--- config.mk ---
export PLATFORM = sky130hd
export DESIGN_NAME = input_conditioner
export DESIGN_NICKNAME = d
export VERILOG_FILES = /design/src/rtl/input_conditioner_pkg.sv /design/src/rtl/input_conditioner_debounce_bit.sv /design/src/rtl/input_conditioner.sv
export SDC_FILE = /design/constraint.sdc
export NUM_CORES = 1
export LEC_CHECK = 0
export ABC_AREA = 1
export BUFFER_PORTS_ARGS = -buffer_cell sky130_fd_sc_hd__buf_2
export CAP_MARGIN = 20
export CORE_MARGIN = 8
export CORE_UTILIZATION = 40
export DETAILED_ROUTE_END_ITERATION = 16
export MAX_ROUTING_LAYER = met4
export PLACE_DENSITY = 0.57
export SYNTH_ARGS = -nofsm -noshare
export SYNTH_HDL_FRONTEND = slang
export SYNTH_SLANG_ARGS = --single-unit
--- constraint.sdc ---
create_clock -name clk_osc -period 14.4 [get_ports clk_osc]
set_clock_uncertainty 0.1 [all_clocks]
set_input_delay 4.32 -clock clk_osc [delete_from_list [all_inputs] [get_ports clk_osc]]
set_output_delay 4.32 -clock clk_osc [all_outputs]
set_load 0.005 [all_outputs]
--- src/rtl/input_conditioner_pkg.sv ---
// ---------------------------------------------------------------------------
// input_conditioner_pkg
// Shared types and constants for the board input front end and for the
// service FSMs that consume its pulses.
//   mode_e       : mode_sel encodings (MODE_IDLE .. MODE_ALARM_ON)
//   BTN_*        : push[] bit indices (up, down, left, right, middle)
//   rep_state_e  : per-button auto-repeat FSM states
//   cnt_width    : counter width for a terminal count (never below 1 bit)
//   decode_mode  : priority decode of switches spdt[14:11]
// ---------------------------------------------------------------------------
package input_conditioner_pkg;

    typedef enum logic [2:0] {
        MODE_IDLE      = 3'd0,
        MODE_TIME_SET  = 3'd1,
        MODE_ALARM_SET = 3'd2,
        MODE_STOPWATCH = 3'd3,
        MODE_ALARM_ON  = 3'd4
    } mode_e;

    localparam int BTN_UP    = 0;
    localparam int BTN_DOWN  = 1;
    localparam int BTN_LEFT  = 2;
    localparam int BTN_RIGHT = 3;
    localparam int BTN_MID   = 4;

    localparam int NUM_PUSH    = 5;
    localparam int NUM_GAME_SW = 10;

    typedef enum logic [1:0] {
        REP_IDLE   = 2'd0,
        REP_DELAY  = 2'd1,
        REP_REPEAT = 2'd2
    } rep_state_e;

    function automatic int cnt_width(input int n);
        return (n > 1) ? $clog2(n) : 1;
    endfunction

    function automatic int max_int(input int a, input int b);
        return (a > b) ? a : b;
    endfunction

    // sel[3] = spdt[14] ... sel[0] = spdt[11]; the highest switch wins.
    function automatic mode_e decode_mode(input logic [3:0] sel);
        if (sel[3]) return MODE_TIME_SET;
        if (sel[2]) return MODE_ALARM_SET;
        if (sel[1]) return MODE_STOPWATCH;
        if (sel[0]) return MODE_ALARM_ON;
        return MODE_IDLE;
    endfunction

endpackage

--- src/rtl/input_conditioner_debounce_bit.sv ---
// ---------------------------------------------------------------------------
// debounce_bit
// One raw input: 2-FF synchroniser, stability counter and rising-edge detect.
//   clk_i   : clock
//   rst_i   : asynchronous active-high reset
//   pin_i   : raw asynchronous input
//   sync_o  : synchronised (not yet debounced) value
//   level_o : debounced level
//   rise_o  : high for exactly one cycle after level_o goes 0->1
// The level only follows the synchronised value after it has differed from
// the current level for DEBOUNCE_CYCLES consecutive cycles.
// ---------------------------------------------------------------------------
module debounce_bit
    import input_conditioner_pkg::*;
#(
    parameter int DEBOUNCE_CYCLES = 500000
) (
    input  logic clk_i,
    input  logic rst_i,
    input  logic pin_i,
    output logic sync_o,
    output logic level_o,
    output logic rise_o
);

    localparam int             CW       = cnt_width(DEBOUNCE_CYCLES);
    localparam logic [CW-1:0]  CNT_LAST = CW'(DEBOUNCE_CYCLES - 1);

    logic          meta_q;
    logic          sync_q;
    logic          stable_q, stable_d;
    logic          stable_dly_q;
    logic [CW-1:0] cnt_q, cnt_d;

    // Any cycle where sync agrees with the stable level restarts the count,
    // so a glitch has to persist for the full window to be accepted.
    always_comb begin
        stable_d = stable_q;
        cnt_d    = '0;
        if (sync_q != stable_q) begin
            if (cnt_q == CNT_LAST) begin
                stable_d = sync_q;
            end else begin
                cnt_d = cnt_q + 1'b1;
            end
        end
    end

    always_ff @(posedge clk_i or posedge rst_i) begin
        if (rst_i) begin
            meta_q       <= 1'b0;
            sync_q       <= 1'b0;
            stable_q     <= 1'b0;
            stable_dly_q <= 1'b0;
            cnt_q        <= '0;
        end else begin
            meta_q       <= pin_i;
            sync_q       <= meta_q;
            stable_q     <= stable_d;
            stable_dly_q <= stable_q;
            cnt_q        <= cnt_d;
        end
    end

    assign sync_o  = sync_q;
    assign level_o = stable_q;
    assign rise_o  = stable_q & ~stable_dly_q;

endmodule

--- src/rtl/input_conditioner.sv ---
// ---------------------------------------------------------------------------
// input_conditioner
// Front end between raw board pins and the clock core: synchronise and
// debounce every button/switch, produce one-cycle press pulses, decode the
// service-select switches and auto-repeat held up/down buttons.
//   clk_osc    in   1   board oscillator clock
//   rst        in   1   asynchronous active-high reset
//   push       in   5   raw buttons [0]up [1]down [2]left [3]right [4]middle
//   spdt       in   14  raw switches spdt[14:1]
//   push_level out  5   debounced button levels
//   push_pulse out  5   press pulses; [1:0] also carry auto-repeat pulses
//   sw_level   out  10  debounced game switches spdt[10:1]
//   sw_rise    out  10  one-cycle pulse on debounced 0->1 of spdt[10:1]
//   mode_sel   out  3   decoded service mode (mode_e)
//   mode_chg   out  1   one-cycle pulse in the cycle mode_sel changes
// ---------------------------------------------------------------------------
module input_conditioner
    import input_conditioner_pkg::*;
#(
    parameter int DEBOUNCE_CYCLES = 500000,
    parameter int REPEAT_DELAY    = 25000000,
    parameter int REPEAT_RATE     = 5000000
) (
    input  logic        clk_osc,
    input  logic        rst,
    input  logic [4:0]  push,
    input  logic [14:1] spdt,
    output logic [4:0]  push_level,
    output logic [4:0]  push_pulse,
    output logic [9:0]  sw_level,
    output logic [9:0]  sw_rise,
    output logic [2:0]  mode_sel,
    output logic        mode_chg
);

    localparam int            RW         = cnt_width(max_int(REPEAT_DELAY, REPEAT_RATE));
    localparam logic [RW-1:0] DELAY_LAST = RW'(REPEAT_DELAY - 1);
    localparam logic [RW-1:0] RATE_LAST  = RW'(REPEAT_RATE - 1);

    // Reset asserts immediately but is released on a clock edge, so no flop
    // sees reset removal near its sampling point.
    logic rst_meta_q, rst_sync_q;

    always_ff @(posedge clk_osc or posedge rst) begin
        if (rst) begin
            rst_meta_q <= 1'b1;
            rst_sync_q <= 1'b1;
        end else begin
            rst_meta_q <= 1'b0;
            rst_sync_q <= rst_meta_q;
        end
    end

    logic [4:0]  push_sync, push_lvl, push_rise;
    logic [14:1] spdt_sync, spdt_lvl, spdt_rise;

    for (genvar i = 0; i < NUM_PUSH; i++) begin : g_push
        debounce_bit #(.DEBOUNCE_CYCLES(DEBOUNCE_CYCLES)) u_db (
            .clk_i   (clk_osc),
            .rst_i   (rst_sync_q),
            .pin_i   (push[i]),
            .sync_o  (push_sync[i]),
            .level_o (push_lvl[i]),
            .rise_o  (push_rise[i])
        );
    end

    for (genvar j = 1; j <= 14; j++) begin : g_spdt
        debounce_bit #(.DEBOUNCE_CYCLES(DEBOUNCE_CYCLES)) u_db (
            .clk_i   (clk_osc),
            .rst_i   (rst_sync_q),
            .pin_i   (spdt[j]),
            .sync_o  (spdt_sync[j]),
            .level_o (spdt_lvl[j]),
            .rise_o  (spdt_rise[j])
        );
    end

    // Mode switches are level-only and switch sync values are not needed.
    logic unused_bits;
    assign unused_bits = ^{spdt_sync, spdt_rise[14:11]};

    mode_e       mode_sel_q, mode_dec;
    logic        mode_chg_q, mode_chg_d;
    logic [4:0]  push_pulse_q, push_pulse_d;
    logic [4:0]  armed_q, armed_d;
    logic [4:0]  press;
    logic [9:0]  sw_rise_q, sw_rise_d;
    logic        both_held;
    logic [1:0]  rep_pulse;
    rep_state_e  rep_state_q [2];
    rep_state_e  rep_state_d [2];
    logic [RW-1:0] rep_cnt_q [2];
    logic [RW-1:0] rep_cnt_d [2];

    always_comb begin
        mode_dec   = decode_mode(spdt_lvl[14:11]);
        mode_chg_d = (mode_dec != mode_sel_q);
        both_held  = push_lvl[BTN_UP] & push_lvl[BTN_DOWN];
        armed_d    = armed_q;
        press      = '0;
        rep_pulse  = '0;

        // armed drops when the mode changes while the button is down or a
        // press is still being debounced; it comes back only once both the
        // synchronised pin and the debounced level are low again.
        for (int b = 0; b < NUM_PUSH; b++) begin
            if (!push_lvl[b] && !push_sync[b]) begin
                armed_d[b] = 1'b1;
            end else if (mode_chg_d) begin
                armed_d[b] = 1'b0;
            end
            press[b] = push_rise[b] & armed_q[b] & ~mode_chg_d;
        end

        for (int b = 0; b < 2; b++) begin
            rep_state_d[b] = rep_state_q[b];
            rep_cnt_d[b]   = rep_cnt_q[b];
            if (mode_chg_d || !push_lvl[b] || both_held) begin
                rep_state_d[b] = REP_IDLE;
                rep_cnt_d[b]   = '0;
            end else begin
                case (rep_state_q[b])
                    REP_IDLE: begin
                        if (press[b]) begin
                            rep_state_d[b] = REP_DELAY;
                            rep_cnt_d[b]   = '0;
                        end
                    end
                    REP_DELAY: begin
                        if (rep_cnt_q[b] == DELAY_LAST) begin
                            rep_state_d[b] = REP_REPEAT;
                            rep_cnt_d[b]   = '0;
                            rep_pulse[b]   = 1'b1;
                        end else if (rep_cnt_q[b] != '1) begin
                            rep_cnt_d[b] = rep_cnt_q[b] + 1'b1;
                        end
                    end
                    REP_REPEAT: begin
                        if (rep_cnt_q[b] == RATE_LAST) begin
                            rep_cnt_d[b] = '0;
                            rep_pulse[b] = 1'b1;
                        end else if (rep_cnt_q[b] != '1) begin
                            rep_cnt_d[b] = rep_cnt_q[b] + 1'b1;
                        end
                    end
                    default: begin
                        rep_state_d[b] = REP_IDLE;
                        rep_cnt_d[b]   = '0;
                    end
                endcase
            end
        end

        push_pulse_d = press | {3'b000, rep_pulse};
        sw_rise_d    = spdt_rise[10:1];
    end

    always_ff @(posedge clk_osc or posedge rst_sync_q) begin
        if (rst_sync_q) begin
            mode_sel_q   <= MODE_IDLE;
            mode_chg_q   <= 1'b0;
            push_pulse_q <= '0;
            armed_q      <= '1;
            sw_rise_q    <= '0;
            for (int b = 0; b < 2; b++) begin
                rep_state_q[b] <= REP_IDLE;
                rep_cnt_q[b]   <= '0;
            end
        end else begin
            mode_sel_q   <= mode_dec;
            mode_chg_q   <= mode_chg_d;
            push_pulse_q <= push_pulse_d;
            armed_q      <= armed_d;
            sw_rise_q    <= sw_rise_d;
            for (int b = 0; b < 2; b++) begin
                rep_state_q[b] <= rep_state_d[b];
                rep_cnt_q[b]   <= rep_cnt_d[b];
            end
        end
    end

    assign push_level = push_lvl;
    assign push_pulse = push_pulse_q;
    assign sw_level   = spdt_lvl[10:1];
    assign sw_rise    = sw_rise_q;
    assign mode_sel   = mode_sel_q;
    assign mode_chg   = mode_chg_q;

endmodule

-- After elaboration in Yosys (flattened, before gate mapping)
Index checks and enable logic that the tools add are counted.
- add/subtract/negate cells: 21
- eq/ne operators: 55
- mux-type cells: 90
- bitwise gates (word level): 43
- reduce and logical (&&, ||, !) cells: 47
- operator list (cell ; count):
    $mux 19 ; 38
    $add 19x1->19 const B ; 19
    $eq 19x19->1 const B ; 19
    $mux 25 ; 10
    $pmux 25 s3 ; 2
    $add 25x1->25 const B ; 2
    $eq 25x23->1 const B ; 2
    $eq 25x25->1 const B ; 2
    $ne 25x25->1 const B ; 2
    $reduce_and 2->1 ; 19
    $and 1x1->1 ; 26
    $mux 3 ; 8
    $mux 1 ; 22
    $ne 1x1->1 ; 19
    $not 1->1 ; 16
    $mux 2 ; 6
    $ne 3x3->1 const B ; 4
    $pmux 2 s3 ; 2
    $logic_not 1->1 ; 10
    $reduce_bool 2->1 ; 5
    $reduce_and 3->1 ; 2
    $logic_and 1x1->1 ; 5
    $or 5x2->5 ; 1
    $eq 2x1->1 const B ; 2
    other kinds (6) ; 13
- register bits: 513
- bits of input ports: 21
- output and inout port bits: 34
- word-level logic and storage cells: 362

-- Logic depth before layout (Yosys ltp)
Gate-level depths: netlist (run 1).
- depth after elaboration: 17
- depth in mapped cells: 15
- gate-level depth less buffers: 13

-- Hierarchy
Synthesis (run 1) repeated with hierarchy kept, for this count alone.
- cell total of the unflattened synthesis: 3772
- area, all modules: 29676.0 um^2
- modules (own cells, without submodules) (module ; instances ; cells each ; area each (um^2) ; sequential area each (um^2)):
    debounce_bit ; 19 ; 153 ; 1265.0 ; 575.6
    input_conditioner ; 1 ; 865 ; 5641.7 ; 2010.7

-- Worst setup path before layout (run 1)
No wires, ideal clock.
- kind: reg-to-output
- from: register g_spdt[9].u_db.stable_q
- to: output port sw_level[8]
- arrival time: 534 ps
- required time: 9980 ps
- slack: 9446 ps
- cell stages (with the launch flop): 2
- buffers on the path: 1
- cells stage by stage: dfrtp_1 buf_4
- RTL lines (element ; line ; text):
    start: declaration ; input_conditioner_debounce_bit.sv:31 ; logic stable_q, stable_d;
    start signal: assignment ; input_conditioner_debounce_bit.sv:59 ; stable_q <= stable_d;
    end: declaration ; input_conditioner.sv:30 ; output logic [9:0] sw_level,
No word-level cell between the ends.

-- Worst setup path in the final report (run 1)
- from: register g_spdt[8].u_db.stable_q
- to: output port sw_level[7]
- RTL lines (element ; line):
    start: declaration ; input_conditioner_debounce_bit.sv:31
    start signal: assignment ; input_conditioner_debounce_bit.sv:59
No word-level cell between the ends.

==> flow_summary.json, run 1 <==
{
  "drc_errors": 0,
  "total_power_w": 0.00312,
  "cellLeakagePower_nw": 13.3,
  "slowest_stage": "dfrtp_1",
  "chipHeight_um": 273,
  "drv_cap": 0,
  "postCtsSetupBuffers": 0,
  "netlist-cell-type-count": 48,
  "grt_pass1_vias": 20700,
  "crit_chain": "buf_2",
  "fin_setup_tns_ns": 0,
  "finalNonFillerCells": 4377,
  "slew_violations": 0,
  "crit_path_start_kind": "flip-flop",
  "io_buffers": 54,
  "die_w_um": 273,
  "layout_commonest_cell": "nand2_1",
  "viasPerCell": 4.90,
  "cpLargestDelayFamily": "flip-flops",
  "cts_tree": "done",
  "diodes": 0,
  "wl_per_cell_um": 12.7,
  "worstMarginPinSlew_ns": 0.947,
  "drive_gt1_frac": 0.0695,
  "hold_viol_final": 0,
  "drtPass1Iterations": 5,
  "place.gp.congestion": 0.853,
  "postCtsResizedCells": 0,
  "ctsRootBufferMaster": "clkbuf_16",
  "cts_hold_buf": 0,
  "ios": 55,
  "worstPathBufferInverterCount": 1,
  "layout_common_cells": "nand2_1, nor2_1, dfrtp_1, inv_1, nand3_1",
  "clock.fmax_mhz": 178,
  "finalSetupViolCount": 0,
  "fin_util": 0.452,
  "vdd_drop_max_mv": 0.0895,
  "area_growth_pct": 12.1,
  "routed_wirelength_um": 55700,
  "dr.first_iter.drc_count": 1372,
  "grt_max_degree": 178,
  "async_flop_share": 1.00,
  "core_region_area_sq_um": 65700,
  "synth-seq-area-share": 0.485,
  "critPathMaxFanout": 5,
  "start_util": 0.403,
  "insertion_delay_ns": 0.63,
  "vias": 21500,
  "cp.required_ns": 9.98,
  "htree_num_levels": 2,
  "netlist_instances": 3386,
  "yosysTopAreaCell": "dfrtp_1",
  "synth_ff_type": "dfrtp_1",
  "status": "complete, no violations",
  "die_area_sq_um": 74800,
  "period_share": 0.390,
  "grt-ovfl-total": 0,
  "clk_path_buf_depth": 3,
  "synthesis.area_sq_um": 26500,
  "row_count": 94,
  "fin_nets": 3523,
  "cts_buffers": 59,
  "antenna_found_initial": 0,
  "dpl.hpwl_um": 38800,
  "fillCellCount": 6499,
  "critPathMaxStageDelay_ns": 0.42,
  "relSlewSlack": 0.368,
  "cts.sinks": 513,
  "post_synth_main_area_contributors": "dfrtp_1, nand2_1, nor2_1",
  "cp.arrival_ns": 1.20,
  "hp-class": "flip-flop to flip-flop",
  "critPathCaptureType": "output pin",
  "syn-num-nets": 3443,
  "grt_pass1_wl_um": 97900,
  "rsz0062_at_grt": "false",
  "cellPowerDensity_nw_per_um2": 105,
  "yosysWarnings": 0,
  "grt_usage": 0.155,
  "synth_top_area_share": 0.478,
  "period_needed_ns": 5.62,
  "synth.avg_cell_area_sq_um": 7.83,
  "synth_seq_cells": 513,
  "clk_pin_slew_ns": 0.06,
  "antenna_left": 0,
  "synth_edf_count": 0,
  "placed_cells": 4269,
  "critPathKind": "flip-flop to output pin"
}
-- per-layer routing --
metal,part of all wire,vias up,track usage
met4,0.022,0,0.0436
met5,0,-,-
li1,-,11200,-
met2,0.44,249,0.240
met1,0.50,9977,0.211
met3,0.033,89,0.0213
-- report_power, final --
| group | total (W) | switching (W) | leakage [nW] | internal [W] |
|---|---|---|---|---|
| Clock | 0.00156 | 0.000608 | 0.995 | 0.000953 |
| Sequential | 0.00148 | 0.0000171 | 7.01 | 0.00146 |
| Combinational | 0.0000831 | 0.0000620 | 5.32 | 0.0000211 |
| Total | 0.00312 | 0.000687 | 13.3 | 0.00243 |
-- per-stage QoR --
stage	instance area, sq um	hold WS, ns	setup WS (ns)
6_report	29700	0.246	8.78
5_1_grt	29700	0.250	8.72
3_3_place_gp	27700	0.231	9.44
2_1_floorplan	26500	0.231	7.00
3_5_place_dp	27700	0.235	9.42
4_1_cts	29700	0.248	8.72
-- layout make-up --
type,instances,area [sq um],area share
flip-flops and latches,513,12800,0.432
multi-input cells,2342,11600,0.389
inverters,489,1840,0.0619
clock buffers,83,1720,0.0578
well taps,864,1080,0.0364
repair buffers,61,335,0.0113
clock inverters,25,330,0.0111
-- state kept, by name, indices dropped and copies added (netlist names), 10 cells and up --
signal and count:
g_push.u_db.cnt_q 95, g_spdt.u_db.stable_dly_q 10, sw_rise 10, g_spdt.u_db.level_o 14
rep_cnt_q 50, g_spdt.u_db.cnt_q 266, g_spdt.u_db.meta_q 14, g_spdt.u_db.sync_o 14
-- path summary, 6_finish.rpt --
path,from,to,slack (ns),cells after the start
hold / removal,g_spdt[12].u_db.meta_q,g_spdt[12].u_db.sync_o,0.25,0
setup reg to reg,rst_sync_q,g_spdt[7].u_db.cnt_q[18],10.98,4
min in group asynchronous,rst_sync_q,g_spdt[2].u_db.meta_q,0.32,1
hold reg to reg,g_spdt[12].u_db.meta_q,g_spdt[12].u_db.sync_o,0.25,0
max in group asynchronous,rst,rst_sync_q,10.57,2
setup / recovery,g_spdt[8].u_db.level_o,sw_level[7],8.78,1
-- synth_stat cells (3+ instances only) --
library cell and count:
and2_1 7, nor2_2 19, dfrtp_1 506, nor3b_1 13
or2_2 26, mux2_2 11, buf_4 15, clkbuf_1 12
ha_1 36, nor3_1 132, nand3b_1 9, nand4_1 174
buf_2 11, xor2_1 91, buf_6 3, and3b_1 4
o21ai_1 9, a31oi_1 15, nor2_1 576, clkinv_1 11
inv_2 4, o21ai_0 70, nand3_1 255, inv_1 474
nand2_1 637, nor4_1 27, nand2_2 4, nor3_2 4
xnor2_1 27, dfstp_2 7, a21oi_1 147, and3_1 3
a211oi_1 26
-- cells by family (layout without fill, tap and decap cells) --
group / after synthesis / count (layout) / share of synthesized area
AOI/OAI and AO/OA: 278 / 278 / 0.0571
xor gates and xnor gates: 118 / 118 / 0.0390
adders and majority gates: 36 / 36 / 0.0170
buffers and inverters: 531 / 658 / 0.0787
DFF: 513 / 513 / 0.485
muxes: 11 / 11 / 0.00467
other: 1 / 1 / 0.000141
and+or+nand+nor: 1898 / 1898 / 0.319
(Power assumes the default switching activity.)
==> run 2, diff against run 1 <==
- PLACE_DENSITY: 0.57 -> 0.55
- clock period: 14.4 -> 5.4 ns (I/O delays scaled with it)
==> run 2 against run 1 <==
Compared with the run above: hold slack got worse by 0.00093 ns; clock-buffer cell count decreased by 4; cell area up 0.71%; sequential share of layout area shrank 0.30 points; via count shrank 0.60%; critical endpoint is now rep_cnt_q[42]; highest routed layer unchanged.
==> flow_summary.json, run 2 (synthesized netlist as in run 1, its figures left out) <==
{
  "cp.required_ns": 5.84,
  "grt.busiest_layer": "met2",
  "diodes": 0,
  "place_ws_ns": 2.12,
  "r2r_cells": 9,
  "drv_cap": 0,
  "grt_use_met1": 0.217,
  "critPathKind": "flip-flop to flip-flop",
  "period_share": 0.590,
  "cellLeakagePower_nw": 13.4,
  "antenna_found_initial": 2,
  "r2r-start": "g_spdt[13].u_db.level_o",
  "vdd_drop_max_mv": 0.242,
  "layout_commonest_cell": "nand2_1",
  "fin_setup_tns_ns": 0,
  "critPathCaptureType": "flip-flop",
  "start_util": 0.403,
  "holdPathEnd": "g_spdt[5].u_db.sync_o",
  "drive_gt1_frac": 0.0717,
  "area_growth_pct": 12.9,
  "reg_top3": "g_spdt.u_db.cnt_q (266), g_push.u_db.cnt_q (95), rep_cnt_q (50)",
  "internal-power_w": 0.00681,
  "die_w_um": 273,
  "reg2reg_slack_ns": 2.21,
  "slew_violations": 0,
  "grt_pass1_wl_um": 98000,
  "grt_pass1_vias": 20600,
  "vias": 21300,
  "clk_pin_slew_ns": 0.06,
  "die_area_sq_um": 74800,
  "met2_usage": 0.231,
  "antenna_left": 0,
  "cts_buffers": 61,
  "chipHeight_um": 273,
  "pwr-share-comb": 0.026,
  "dpl.hpwl_um": 39100,
  "cts.sinks": 513,
  "wl_per_cell_um": 12.7,
  "row_count": 94,
  "drc_errors": 0,
  "grt_max_degree": 162,
  "pwr-share-clk": 0.520,
  "p_switching_w": 0.00187,
  "core_region_area_sq_um": 65700,
  "place.gp.congestion": 0.836,
  "critPathMaxFanout": 32,
  "fin_util": 0.455,
  "clock.fmax_mhz": 314,
  "insertion_delay_ns": 0.62,
  "htree_num_levels": 2,
  "ios": 55,
  "grt_usage": 0.155,
  "whs_path_depth": 0,
  "layout_common_cells": "nand2_1, nor2_1, dfrtp_1, inv_1, nand3_1",
  "status": "complete, no violations",
  "ctsRootBufferMaster": "clkbuf_16",
  "cts_hold_buf": 0,
  "cellPowerDensity_nw_per_um2": 290,
  "hp-class": "flip-flop to flip-flop",
  "fin_nets": 3524,
  "regMostFlops": "g_spdt.u_db.cnt_q",
  "routed_wirelength_um": 55800,
  "worstMarginPinSlew_ns": 0.899,
  "drtPass1Iterations": 5,
  "grt-ovfl-total": 0,
  "swShare": 0.216,
  "worstHoldStart": "g_spdt[5].u_db.meta_q",
  "hold_viol_final": 0,
  "cp.arrival_ns": 3.63,
  "finalNonFillerCells": 4381,
  "globalRouteMet3Util": 0.0274,
  "total_power_w": 0.00868,
  "viasPerCell": 4.87,
  "p_seq_frac": 0.454,
  "placed_cells": 4268,
  "postCtsResizedCells": 0,
  "clk_path_buf_depth": 3,
  "finalSetupViolCount": 0,
  "relSlewSlack": 0.400,
  "cts_tree": "done",
  "layout_setup_ws_ns": 2.21,
  "period_needed_ns": 3.19,
  "largest_reg_flops": 266,
  "dr.first_iter.drc_count": 1465,
  "postCtsSetupBuffers": 0,
  "crit_path_start_kind": "flip-flop",
  "rsz0062_at_grt": "false",
  "r2r_end": "rep_cnt_q[42]",
  "io_buffers": 54
}
[run 2: stage by stage]
| stage | hold slack [ns] | cell area [sq um] |
|---|---|---|
| final | 0.245 | 29900 |
| after global routing | 0.253 | 29900 |
| after CTS | 0.249 | 29900 |
| after detailed placement | 0.235 | 27700 |
| after global placement | 0.233 | 27700 |
| after floorplan | 0.231 | 26500 |
[run 2: worst max path at each step]
stage,from,end,slack [ns],depth (start not counted)
after global routing,g_spdt[13].u_db.level_o,rep_cnt_q[42],1.78,11
final,g_spdt[13].u_db.level_o,rep_cnt_q[42],2.21,9
after detailed placement,g_spdt[12].u_db.level_o,rep_cnt_q[42],2.12,9
after global placement,g_spdt[13].u_db.level_o,rep_cnt_q[46],2.24,9
after CTS,g_spdt[13].u_db.level_o,rep_cnt_q[43],2.10,9
after floorplan,rst_sync_q,g_push[0].u_db.cnt_q[0],-2.00,1
[run 2: layout make-up]
cell class | instances | area (sq um)
Fill cell | 6516 | 35800
Sequential cell | 513 | 12800
Multi-Input combinational cell | 2342 | 11600
Inverter | 489 | 1840
Clock buffer | 79 | 1710
Tap cell | 864 | 1080
Clock inverter | 34 | 527
Timing Repair Buffer | 60 | 353
[run 2: worst max-delay path, stage by stage (launching register included)]
cell and delay, ns:
dfrtp_1 0.41, nor2_1 0.16, nand3_1 0.10, nand2_1 0.07, nand2_1 0.05, nor2_2 0.57
nand4_2 0.86, nand2_2 0.57, nand2_1 0.09, nor2_1 0.11
[run 2: power by group through the flow]
stage | clock network [W] | registers, W | logic (W)
final | 0.00451 | 0.00394 | 0.000225
after global routing | 0.00483 | 0.00395 | 0.000271
after CTS | 0.00467 | 0.00394 | 0.000238
after detailed placement | 0 | 0.00401 | 0.000239
after global placement | 0 | 0.00401 | 0.000237
after floorplan | 0 | 0.00400 | 0.000165
[run 2: layer usage]
layer	wire, um	part of all wire	vias up
met4	1030	0.018	0
met5	0	0	-
met2	24000	0.43	297
li1	-	-	11100
met3	2260	0.041	76
met1	28500	0.51	9821
